## src/rtl/input_conditioner.sv

```systemverilog
// Pushbutton and switch front end for the multiplier: synchronizes, debounces and
// interlocks the Run / ClearA_LoadB keys, and snapshots the switch bank on each accepted press.
module input_conditioner #(
    parameter int DEBOUNCE_CYCLES = 4,
    parameter int CNT_W           = $clog2(DEBOUNCE_CYCLES + 1)
) (
    input  logic       Clk,
    input  logic       Reset,
    input  logic       Run_raw,
    input  logic       ClearA_LoadB_raw,
    input  logic [7:0] S_raw,
    output logic       Run,
    output logic       ClearA_LoadB,
    output logic       Run_press,
    output logic       Clr_press,
    output logic [7:0] S,
    output logic [7:0] S_snap,
    output logic [7:0] Run_count
);

    typedef enum logic [1:0] {
        IDLE         = 2'd0,
        PRESS_WAIT   = 2'd1,
        PRESSED      = 2'd2,
        RELEASE_WAIT = 2'd3
    } db_state_t;

    typedef struct packed {
        db_state_t        st;
        logic [CNT_W-1:0] cnt;
    } db_t;

    // The wait states move on once the count reaches DEBOUNCE_CYCLES-1, so the
    // transition is taken from the cycle holding DEBOUNCE_CYCLES-2.
    localparam logic [CNT_W-1:0] CNT_LAST = CNT_W'(DEBOUNCE_CYCLES - 2);

    function automatic db_t db_step(input db_t cur, input logic sync_in);
        db_t nx;
        nx = cur;
        case (cur.st)
            IDLE: begin
                nx.cnt = '0;
                if (!sync_in) begin
                    nx.st = PRESS_WAIT;
                end
            end
            PRESS_WAIT: begin
                if (sync_in) begin
                    nx.st  = IDLE;
                    nx.cnt = '0;
                end else if (cur.cnt == CNT_LAST) begin
                    nx.st  = PRESSED;
                    nx.cnt = '0;
                end else begin
                    nx.cnt = cur.cnt + 1'b1;
                end
            end
            PRESSED: begin
                nx.cnt = '0;
                if (sync_in) begin
                    nx.st = RELEASE_WAIT;
                end
            end
            RELEASE_WAIT: begin
                if (!sync_in) begin
                    nx.st  = PRESSED;
                    nx.cnt = '0;
                end else if (cur.cnt == CNT_LAST) begin
                    nx.st  = IDLE;
                    nx.cnt = '0;
                end else begin
                    nx.cnt = cur.cnt + 1'b1;
                end
            end
            default: begin
                nx.st  = IDLE;
                nx.cnt = '0;
            end
        endcase
        return nx;
    endfunction

    // Active-low level: low while the key is considered held down.
    function automatic logic db_level(input db_state_t st);
        return !((st == PRESSED) || (st == RELEASE_WAIT));
    endfunction

    logic       run_sync_p0, run_sync_p1;
    logic       clr_sync_p0, clr_sync_p1;
    logic [7:0] s_sync_p0;

    db_t  run_db, run_nx;
    db_t  clr_db, clr_nx;
    logic run_enter, clr_enter, run_block;

    // Stage p0/p1: two-flop synchronizers; keys idle released, switches idle low
    always_ff @(posedge Clk or negedge Reset) begin
        if (!Reset) begin
            run_sync_p0 <= 1'b1;
            run_sync_p1 <= 1'b1;
            clr_sync_p0 <= 1'b1;
            clr_sync_p1 <= 1'b1;
            s_sync_p0   <= 8'h00;
            S           <= 8'h00;
        end else begin
            run_sync_p0 <= Run_raw;
            run_sync_p1 <= run_sync_p0;
            clr_sync_p0 <= ClearA_LoadB_raw;
            clr_sync_p1 <= clr_sync_p0;
            s_sync_p0   <= S_raw;
            S           <= s_sync_p0;
        end
    end

    // ClearA_LoadB has priority: an accepted clear freezes any Run press that has
    // not yet been accepted, and wins a same-edge acceptance race outright.
    always_comb begin
        clr_nx    = db_step(clr_db, clr_sync_p1);
        run_nx    = db_step(run_db, run_sync_p1);
        clr_enter = (clr_db.st == PRESS_WAIT) && (clr_nx.st == PRESSED);
        run_enter = (run_db.st == PRESS_WAIT) && (run_nx.st == PRESSED);
        run_block = (!ClearA_LoadB && ((run_db.st == IDLE) || (run_db.st == PRESS_WAIT)))
                  || (run_enter && clr_enter);
        if (run_block) begin
            run_nx.st  = IDLE;
            run_nx.cnt = '0;
            run_enter  = 1'b0;
        end
    end

    // Stage debounce: FSM state plus registered levels, pulses and snapshot
    always_ff @(posedge Clk or negedge Reset) begin
        if (!Reset) begin
            run_db.st    <= IDLE;
            run_db.cnt   <= '0;
            clr_db.st    <= IDLE;
            clr_db.cnt   <= '0;
            Run          <= 1'b1;
            ClearA_LoadB <= 1'b1;
            Run_press    <= 1'b0;
            Clr_press    <= 1'b0;
            S_snap       <= 8'h00;
        end else begin
            run_db       <= run_nx;
            clr_db       <= clr_nx;
            Run          <= db_level(run_nx.st);
            ClearA_LoadB <= db_level(clr_nx.st);
            Run_press    <= run_enter;
            Clr_press    <= clr_enter;
            if (run_enter || clr_enter) begin
                S_snap <= S;
            end
        end
    end

    // Stage count: clear beats increment if both pulses ever coincide
    always_ff @(posedge Clk or negedge Reset) begin
        if (!Reset) begin
            Run_count <= 8'h00;
        end else if (Clr_press) begin
            Run_count <= 8'h00;
        end else if (Run_press) begin
            Run_count <= Run_count + 8'h01;
        end
    end

endmodule

```

## config.mk

```make
export PLATFORM = sky130hd
export DESIGN_NAME = input_conditioner
export DESIGN_NICKNAME = d
export VERILOG_FILES = /design/src/rtl/input_conditioner.sv
export SDC_FILE = /design/constraint.sdc
export NUM_CORES = 1
export LEC_CHECK = 0
export BUFFER_PORTS_ARGS = -buffer_cell sky130_fd_sc_hd__buf_2
export CORE_MARGIN = 2
export CORE_UTILIZATION = 52
export DETAILED_ROUTE_END_ITERATION = 8
export MAX_ROUTING_LAYER = met4
export PLACE_DENSITY = 0.83
export SKIP_CTS_REPAIR_TIMING = 1
export SYNTH_ARGS = -nofsm -noshare
export SYNTH_HDL_FRONTEND = slang
export SYNTH_SLANG_ARGS = --single-unit
```

## constraint.sdc

```tcl
create_clock -name Clk -period 2 [get_ports Clk]
set_clock_uncertainty 0.15 [all_clocks]
set_input_delay 0.1 -clock Clk [delete_from_list [all_inputs] [get_ports Clk]]
set_output_delay 0.1 -clock Clk [all_outputs]
set_load 0.01 [all_outputs]
```

; ---- Yosys cells after proc, flatten, opt, wreduce, memory -nomap -nowiden
; Index checks and enable logic that the tools add are counted.
[totals]
ff_bits = 50
output_inout_bits = 28
word_cells = 67
[op_classes]
n_addsub = 3
n_eq_ne = 13
muxes = 20
n_reduce_logical = 15
[op_table]
columns = operator, n
row1 = 5-bit case mux with 4 select lines, 2
row2 = 5-bit two-way mux, 5
row3 = "2-bit equality test, second input constant", 9
row4 = 2-bit two-way mux, 8
row5 = 8-bit two-way mux, 2
row6 = "8-bit by 1-bit adder with 8-bit output, second input constant", 1
row7 = "3-bit by 1-bit adder with 3-bit output, second input constant", 2
row8 = "3-bit by 2-bit equality test with 1-bit output, second input constant", 2
row9 = 3-bit two-way mux, 2
row10 = 1-bit logical OR, 5
row11 = "2-bit by 1-bit equality test with 1-bit output, second input constant", 2
row12 = 1-bit logical AND, 4
row13 = 2-bit logical NOT, 2
row14 = 1-bit logical NOT, 3
row15 = 2-bit nonzero test, 1
row16 = 1-bit two-way mux, 1

; ---- Depth between registers and ports, before layout
; Gate-level depths: netlist of the first run.
[logic_depth]
word_depth = 12
ltp_mapped = 4

; ---- Least setup slack after synthesis of the first run
; No wires, ideal clock.
[synth_path]
kind = flip-flop to flip-flop
startpoint = reg run_db[0] in the netlist's numbering
endpoint = reg S_snap[0]
setup_ns = 0.125
arrival_ns = 1.283
slack_ns = 0.442
path_stages_with_launch = 5
n_path_buf = 1
path_cell_list = dfrtp_1 > and4bb_1 > buf_6 > a22oi_4 > mux2_2
[synth_between]
elab_chain_len = 10
[synth_lines]
columns = element, line
row1 = "start, declared", 92  ; db_t run_db, run_nx;
row2 = "start signal, assigned", 144  ; run_db <= run_nx;
row3 = 3-bit by 2-bit equality test with 1-bit output *, "51, 68"
row4 = 2-bit two-way mux (on tied branches), "68, 51"
row5 = 5-bit two-way mux (on tied branches), "65, 48"
row6 = 5-bit case mux with 4 select lines *, 40  ; case (cur.st)
row7 = 2-bit equality test *, 121  ; run_enter = (run_db.st == PRESS_WAIT) && (run_nx.st == PRESSED);
row8 = 1-bit logical AND *, 121
row9 = 1-bit logical AND, 123  ; || (run_enter && clr_enter);
row10 = 1-bit logical OR, 123
row11 = 1-bit two-way mux *, 124  ; if (run_block) begin
row12 = 1-bit logical OR *, 150  ; if (run_enter || clr_enter) begin
row13 = "end signal, assigned", 142  ; S_snap <= 8'h00;
row14 = "end signal, assigned", 151  ; S_snap <= S;
row15 = "end, declared", 17  ; output logic [7:0] S_snap,
; Mark *: on every way between the ends. The rest lies on a longest branch, timed or not.
; A chain may end at the register's enable or synchronous reset.

; ---- Worst setup path after layout of the first run
[layout_path]
startpoint = reg run_db[0] in the netlist's numbering
endpoint = reg S_snap[4]
; Same word-level chain as after synthesis.

==> flow_summary_export.csv, run 1 <==
group,metric,value,unit
synth,synth_warnings,0,
critical_path,critPathArrivalTime,1.79,ns
layout,drive_above_1_share,36.2,%
floorplan,die_w,63.2,microns
global_routing,grt_overflow,0,
placed_design,place_area,2070,sq um
timing,hold_viol_final,0,
cts,tritoncts,"done",
timing,rsz0062_at_grt,"no",
detailed_routing,drtPass1Iterations,4,
layout,final_nets,197,
placed_design,dpl.hpwl,2300,microns
timing,period_minus_slack,1.68,ns
power_and_ir_drop,powerDensity,1010,nW/um^2
power_and_ir_drop,total_leakage_power,1.11,nW
critical_path,crit_slowest_cell,"dfrtp_1",
floorplan,die_area,3990,sq um
critical_path,required,2.11,ns
critical_path,path_cells,"and4bb_1, a22oi_4, mux2_2",
detailed_routing,viasPerCell,5.00,
critical_path,cp_slowest_stage_delay,0.43,ns
layout,final_util,67.6,%
layout,syn2layout_area_growth,23.9,%
timing,finalCritPeriodShare,84.1,%
floorplan,start_util,54.5,%
cts,clkSlewWorstSetupHoldPaths,0.13,ns
status,status,"finished clean",
detailed_routing,drt-initial-drc-count,96,
placed_design,routabilityCongestion,0.772,
global_routing,grt_pass1_vias,1201,
timing,finalSetupViolations,0,
detailed_routing,ant_nets,0,
floorplan,core_area,3340,sq um
synth,avgSynthCellArea,14.2,sq um
cts,clockRootBuffer,"clkbuf_4",
synth,yosysUniqueCellTypes,32,
synth,synth-seq-cells,50,
synth,synth.net_count,141,
layout,fillCellCount,262,
global_routing,grt_start_max_net_pins,29,
layout,multi_input_area,539,sq um
placed_design,io_buffers,39,
layout,final_area,2250,sq um
critical_path,cp_max_fo,8,
floorplan,placementRows,21,
critical_path,r2r_slack,0.32,ns
critical_path,r2r_cells,3,
detailed_routing,wl_per_cell,13.6,microns
global_routing,track_usage,18.5,%
synth,synthCells,128,
job,drv_cap,0,
power_and_ir_drop,vdd_drop_max,0.708,mV
timing,drv_slew,0,
timing,worst_pin_slew,0.566,ns
cts,h-tree-depth,2,
cts,cts_sinks,50,
layout,ff_latch_area,1260,sq um
detailed_routing,drcViolationCount,0,
global_routing,antenna_found_initial,0,
cts,cts_buffer_depth,2,
timing,setup_tns,0,ns
layout,antenna_cells,0,
synth,synth_area_leaders,"dfrtp_1, dfstp_2, mux2_2",
global_routing,grt_pass1_wl,5400,microns
floorplan,pin_count,40,
detailed_routing,drt_wl_total,3130,microns
min_path,hp-class,"input port to asynchronous set/reset pin",
cts,numCtsBuffers,5,
detailed_routing,vias,1155,
synth,synth.largest_area_cell,"dfrtp_1",
critical_path,start_kind,"register",
synth,synth_area,1820,sq um
synth,synth-seq-area-share,69.2,%
timing,fmax,595,MHz
cts,clk_latency,0.36,ns
synth,synth_top_area_share,60.5,%
critical_path,worstSetupPathType,"register to register",
floorplan,die_height,63.2,microns
timing,relSlewSlack,62.2,%
critical_path,crit_path_end_kind,"register",
-- metrics by stage --
step                      setup WS [ns]  instances  hold slack [ns]  total power [mW]
after global placement            0.364        212          -0.0337              1.69
after floorplan                   0.442        128           -0.346              1.55
final                             0.319        231            0.118              2.28
after CTS                         0.306        220           -0.437              2.30
after detailed placement          0.322        212          -0.0275              1.73
after global routing              0.242        231            0.165              2.42
-- kinds of logic after synthesis --
group	count (synthesis)	share of synthesized area [%]
AND/OR/NAND/NOR	40	12.7
XOR/XNOR	7	3.37
buffers and inverters	3	1.17
AO/OA/AOI/OAI	17	6.81
adder cells (fa/ha/maj)	1	0.688
multiplexers	10	6.05
flip-flops	50	69.2
-- state kept, by name (all words and copies together) (netlist names) --
register / flops
Run_count: 8
S: 8
S_snap: 8
s_sync_p0: 8
clr_db: 5
run_db: 5
ClearA_LoadB: 1
Clr_press: 1
Run: 1
Run_press: 1
clr_sync_p0: 1
clr_sync_p1: 1
run_sync_p0: 1
run_sync_p1: 1
-- final timing paths --
kind | start | end
max | run_db[0]$_DFF_PN0_ | S_snap[4]$_DFFE_PN0P_
min | Reset | S[3]$_DFF_PN0_
max reg2reg | run_db[0]$_DFF_PN0_ | S_snap[4]$_DFFE_PN0P_
min reg2reg | s_sync_p0[7]$_DFF_PN0_ | S[7]$_DFF_PN0_
max in group asynchronous | Reset | run_sync_p1$_DFF_PN1_
min in group Clk | s_sync_p0[7]$_DFF_PN0_ | S[7]$_DFF_PN0_
-- cell type report --
cell class / count / area share, %
Sequential cell: 50 / 55.8
Multi-Input combinational cell: 75 / 23.9
Timing Repair Buffer: 52 / 14.2
Tap cell: 46 / 2.55
Clock buffer: 6 / 1.83
Clock inverter: 2 / 1.66
-- report_power, final --
part           internal [mW]  total (mW)  switching (mW)  leakage, nW
clock                  0.264       0.564           0.301       0.0385
combinational          0.214       0.417           0.203        0.443
sequential              1.18        1.30           0.119        0.627
total                   1.66        2.28           0.622         1.11
-- metal layers --
metal / global-route usage (%) / part of all wire (%)
met1: 23.0 / 44
met2: 29.3 / 50
met3: 3.75 / 4.9
met4: 9.17 / 1.9
met5: - / 0
-- cell usage after synthesis (all sizes together) --
master / number
buf: 3
a21o: 1
dfstp: 6
o2111ai: 1
or2b: 1
nand3: 2
dfrtp: 44
o311a: 1
or3: 3
xor2: 5
nor2: 11
mux2i: 2
nand4: 2
nand4bb: 1
and2: 2
and4bb: 2
nand2: 8
ha: 1
and2b: 1
xnor2: 2
a22oi: 1
mux2: 8
nor3: 3
o21ai: 5
o21a: 1
a311oi: 2
a21oi: 5
nor3b: 1
nand3b: 1
nor2b: 2
-- critical path, delay by kind of cell, from the launching register on --
kind | cells | cell delay [ns]
and+or+nand+nor | 1 | 0.33
DFF | 1 | 0.43
AOI/OAI and AO/OA | 1 | 0.29
muxes | 1 | 0.38
-- cells in the final DEF, fill, tap and decap left out, types with 2 or more instances in the layout --
cell,count
dfrtp_1,44
buf_2,39
nor2_1,11
dlygate4sd3_1,11
nand2_1,8
mux2_2,8
dfstp_2,6
a21oi_1,5
o21ai_0,5
xor2_1,5
clkbuf_4,5
nor3_1,3
or3_1,3
xnor2_1,2
and2_1,2
a311oi_1,2
mux2i_1,2
nor2b_1,2
nand4_1,2
nand3_1,2
buf_4,2
(Power assumes the default switching activity.)
==> inputs of run 2 (changes only) <==
==> constraint.sdc (replaced) <==
create_clock -name Clk -period 1.6 [get_ports Clk]
set_clock_uncertainty 0.15 [all_clocks]
set_input_delay 0.08 -clock Clk [delete_from_list [all_inputs] [get_ports Clk]]
set_output_delay 0.08 -clock Clk [all_outputs]
set_load 0.01 [all_outputs]
==> flow_summary_export.csv, run 2 (synthesized netlist as in run 1, its figures left out) <==
group,metric,value,unit
critical_path,path_cells,"nor3b_4, a22oi_4, buf_12, mux2_4",
detailed_routing,drt-initial-drc-count,61,
detailed_routing,vias,1219,
timing,fmax,612,MHz
floorplan,die_height,63.2,microns
timing,worst_pin_slew,0.482,ns
cts,clk_latency,0.36,ns
power_and_ir_drop,vdd_drop_max,0.980,mV
global_routing,grt_start_max_net_pins,31,
global_routing,track_usage,17.9,%
critical_path,cp_top_family,"flip-flops",
timing,holdWs,0.0550,ns
job,drv_cap,0,
detailed_routing,drcViolationCount,0,
status,status,"finished, violations left",
cts,cts_buffer_depth,2,
timing,period_minus_slack,1.64,ns
power_and_ir_drop,total_leakage_power,1.18,nW
critical_path,cp_slowest_stage_delay,0.58,ns
critical_path,crit_slowest_cell,"dfstp_2",
critical_path,worstSetupPathType,"register to register",
global_routing,antenna_found_initial,0,
timing,setup_slack,-0.0353,ns
timing,relSlewSlack,67.9,%
critical_path,crit_path_end_kind,"register",
placed_design,dpl.hpwl,2340,microns
global_routing,grt_overflow,0,
critical_path,start_kind,"register",
layout,final_nets,207,
global_routing,grtUsageMet1,22.2,%
timing,drv_slew,0,
layout,syn2layout_area_growth,29.0,%
cts,clkSlewWorstSetupHoldPaths,0.14,ns
floorplan,start_util,54.5,%
timing,finalCritPeriodShare,102,%
global_routing,use_met3,5.18,%
placed_design,place_ws,-0.0585,ns
cts,h-tree-depth,2,
floorplan,die_w,63.2,microns
cts,cts_sinks,50,
detailed_routing,wl_per_cell,13.9,microns
detailed_routing,drt_wl_total,3340,microns
timing,finalSetupViolations,8,
placed_design,io_buffers,39,
floorplan,placementRows,21,
min_path,hp-class,"input port to asynchronous set/reset pin",
critical_path,path_buf_inv,1,
detailed_routing,drtPass1Iterations,4,
timing,hold_viol_final,0,
layout,antenna_cells,0,
power_and_ir_drop,powerDensity,1200,nW/um^2
detailed_routing,viasPerCell,5.06,
detailed_routing,ant_nets,0,
floorplan,pin_count,40,
layout,final_util,70.3,%
timing,rsz0062_at_grt,"yes",
status,failed_checks,"negative setup slack",
critical_path,cp_max_fo,8,
layout,drive_above_1_share,40.0,%
floorplan,core_area,3340,sq um
cts,clockRootBuffer,"clkbuf_4",
cts,tritoncts,"done",
critical_path,required,1.71,ns
placed_design,routabilityCongestion,0.780,
layout,layout_common_cells,"dfrtp_1, buf_2, nor2_1, dlygate4sd3_1, buf_4",
layout,final_common_cell,"dfrtp_1",
global_routing,grt_pass1_wl,5340,microns
global_routing,grt_pass1_vias,1153,
floorplan,die_area,3990,sq um
critical_path,critPathArrivalTime,1.75,ns
global_routing,met2_usage,29.1,%
cts,numCtsBuffers,5,
global_routing,busiest_layer,"met2",
-- run 2: changes by cell type in the layout (fill, tap and decap cells not counted) --
cell       change
buf_4          +8
buf_12         +2
bufinv_16      -1
clkbuf_1       -1
clkbuf_8       +1
inv_6          +1
mux2_2         -1
mux2_4         +1
-- run 2: path summary, 6_finish.rpt --
path	start	to	slack (ns)	depth (start not counted)
max in group asynchronous	Reset	Run$_DFF_PN1_	0.66	3
worst max register to register	ClearA_LoadB$_DFF_PN1_	S_snap[6]$_DFFE_PN0P_	-0.04	4
worst min-delay path	Reset	Run_count[1]$_DFFE_PN0P_	0.05	2
worst max-delay path	ClearA_LoadB$_DFF_PN1_	S_snap[6]$_DFFE_PN0P_	-0.04	4
min in group Clk	S_raw[2]	s_sync_p0[2]$_DFF_PN0_	0.20	2
worst min register to register	s_sync_p0[2]$_DFF_PN0_	S[2]$_DFF_PN0_	0.22	0
-- run 2: per-stage QoR --
step                TNS [ns]  cells  power (mW)  cell area [sq um]
finish                -0.205    241        2.82               2350
global route          -0.680    241        2.99               2350
CTS                   -0.527    228        2.80               2210
detailed placement    -0.413    220        2.19               2140
global placement           0    220        2.15               2140
floorplan                  0    128        1.93               1820
-- run 2: cell type report --
| class | instances | area (sq um) |
|---|---|---|
| Clock buffer | 6 | 51.3 |
| Clock inverter | 2 | 16.3 |
| Fill cell | 237 | 990 |
| Multi-Input combinational cell | 75 | 543 |
| Sequential cell | 50 | 1260 |
| Tap cell | 46 | 57.6 |
| Timing Repair Buffer | 62 | 420 |
-- run 2: report_power, final --
part	leakage, nW	switching [mW]	total, mW	internal (mW)
Combinational	0.515	0.284	0.593	0.310
Clock	0.0349	0.391	0.611	0.220
Sequential	0.627	0.142	1.62	1.48
Total	1.18	0.817	2.82	2.01
-- run 2: worst reg2reg max path: cells and delay by family (launching register included) --
family / cells / cell delay [ns]
DFF: 1 / 0.58
muxes: 1 / 0.29
AOI/OAI and AO/OA: 1 / 0.09
and+or+nand+nor: 1 / 0.29
buffers and inverters: 1 / 0.15
-- run 2: metal layers --
layer  vias to the layer above  routed length [microns]
li1                        581                        -
met3                         6                      154
met5                         -                        0
met2                        38                     1770
met4                         0                       31
met1                       594                     1390
==> inputs of run 3 (changes only) <==
--- a/config.mk
+++ b/config.mk
@@ -6,7 +6,6 @@
 export NUM_CORES = 1
 export LEC_CHECK = 0
 export BUFFER_PORTS_ARGS = -buffer_cell sky130_fd_sc_hd__buf_2
-export CORE_MARGIN = 2
 export CORE_UTILIZATION = 52
 export DETAILED_ROUTE_END_ITERATION = 8
 export MAX_ROUTING_LAYER = met4
==> flow_summary_export.csv, run 3 (synthesized netlist as in run 1, its figures left out) <==
group,metric,value,unit
floorplan,die_area,3740,sq um
critical_path,r2r_slack,-0.05,ns
detailed_routing,vias,1244,
detailed_routing,dr_wl_met2,1900,microns
timing,hold_viol_final,0,
critical_path,required,1.69,ns
cts,clk_latency,0.35,ns
critical_path,crit_path_end_kind,"register",
cts,tritoncts,"done",
floorplan,die_w,61.2,microns
placed_design,dpl.hpwl,2200,microns
floorplan,pin_count,40,
critical_path,r2r_cells,3,
layout,layout_common_cells,"dfrtp_1, buf_2, buf_4",
critical_path,cp_max_fo,8,
detailed_routing,drtPass1Iterations,4,
job,drv_cap,0,
cts,clkSlewWorstSetupHoldPaths,0.13,ns
timing,setup_tns,-0.266,ns
detailed_routing,dr_wl_met3,149,microns
detailed_routing,wl_per_cell,14.3,microns
layout,final_common_cell,"dfrtp_1",
status,failed_checks,"negative setup slack",
cts,h-tree-depth,2,
layout,fillCellCount,225,
timing,finalCritPeriodShare,103,%
layout,drive_above_1_share,40.1,%
placed_design,io_buffers,39,
global_routing,grt_start_max_net_pins,51,
global_routing,grt_pass1_vias,1182,
detailed_routing,wl_met1,1370,microns
global_routing,grt_pass1_wl,4830,microns
timing,rsz0062_at_grt,"yes",
placed_design,place_area,2150,sq um
floorplan,start_util,54.5,%
critical_path,start_kind,"register",
floorplan,placementRows,21,
global_routing,grt_overflow,0,
timing,drv_slew,0,
global_routing,track_usage,19.2,%
timing,relSlewSlack,70.7,%
placed_design,place_ws,-0.0692,ns
cts,clockRootBuffer,"clkbuf_4",
floorplan,die_height,61.2,microns
detailed_routing,drt_wl_total,3460,microns
global_routing,antenna_found_initial,0,
floorplan,core_area,3340,sq um
power_and_ir_drop,powerDensity,1250,nW/um^2
layout,antenna_cells,0,
timing,fmax,607,MHz
cts,numCtsBuffers,5,
power_and_ir_drop,vdd_drop_max,0.793,mV
detailed_routing,drcViolationCount,0,
min_path,hp-class,"input port to asynchronous set/reset pin",
critical_path,worstSetupPathType,"register to register",
critical_path,reg2reg_from,"clr_db[3]$_DFF_PN0_",
status,status,"finished, violations left",
timing,holdWs,0.0727,ns
detailed_routing,top_layer_used,"met4",
timing,setup_slack,-0.0470,ns
power_and_ir_drop,p_total,2.98,mW
timing,finalSetupViolations,8,
detailed_routing,viasPerCell,5.12,
cts,cts_sinks,50,
timing,worst_pin_slew,0.439,ns
timing,period_minus_slack,1.65,ns
layout,syn2layout_area_growth,30.8,%
cts,cts_buffer_depth,2,
power_and_ir_drop,total_leakage_power,1.19,nW
layout,final_area,2380,sq um
critical_path,critPathArrivalTime,1.74,ns
detailed_routing,drt-initial-drc-count,39,
layout,final_nets,209,
placed_design,routabilityCongestion,0.771,
critical_path,reg2reg_to,"S_snap[6]$_DFFE_PN0P_",
detailed_routing,ant_nets,0,
==> run 3: changes by cell type in the layout (fill, tap and decap cells not counted), sizes merged <==
cell      previous run  this run
clkbuf               6         7
bufinv               0         1
clkinvlp             1         0
buf                 51        53
inv                  1         0
==> run 3: final cells by class <==
class	count	area [sq um]	area share, %
Clock buffer	7	45.0	1.89
Clock inverter	1	30.0	1.26
Multi-Input combinational cell	75	566	23.8
Sequential cell	50	1260	52.9
Tap cell	46	57.6	2.42
Timing Repair Buffer	64	423	17.8
==> run 3: worst max-delay path by stage <==
stage / startpoint / endpoint / slack, ns / depth (start not counted)
floorplan: run_db[0]$_DFF_PN0_ / S_snap[0]$_DFFE_PN0P_ / 0.04 / 4
global placement: clr_db[2]$_DFF_PN0_ / S_snap[2]$_DFFE_PN0P_ / 0.01 / 3
detailed placement: clr_db[2]$_DFF_PN0_ / S_snap[6]$_DFFE_PN0P_ / -0.07 / 3
CTS: clr_db[2]$_DFF_PN0_ / S_snap[6]$_DFFE_PN0P_ / -0.07 / 3
global route: clr_db[3]$_DFF_PN0_ / S_snap[3]$_DFFE_PN0P_ / -0.09 / 3
finish: clr_db[3]$_DFF_PN0_ / S_snap[6]$_DFFE_PN0P_ / -0.05 / 3
==> run 3: power by group <==
part | total (mW) | internal, mW | leakage (nW) | switching, mW
Sequential | 1.60 | 1.48 | 0.627 | 0.126
Clock | 0.691 | 0.332 | 0.0395 | 0.359
Combinational | 0.685 | 0.353 | 0.523 | 0.332
==> run 3: layer usage <==
metal  track usage [%]  vias to the layer above
li1                  -                      578
met1              20.7                      625
met2              31.8                       37
met3              4.83                        4
met4              11.4                        0
met5                 -                        -
==> run 3: through the flow <==
stage,util [%],instances
floorplan,-,128
global placement,64.5,222
detailed placement,64.5,222
CTS,66.8,230
global route,71.3,243
finish,71.3,243
==> run 3: worst max-delay path, stage by stage (launching register included) <==
cell,delay (ns)
dfrtp_1,0.41
and4bb_2,0.26
a22oi_4,0.33
mux2_2,0.39
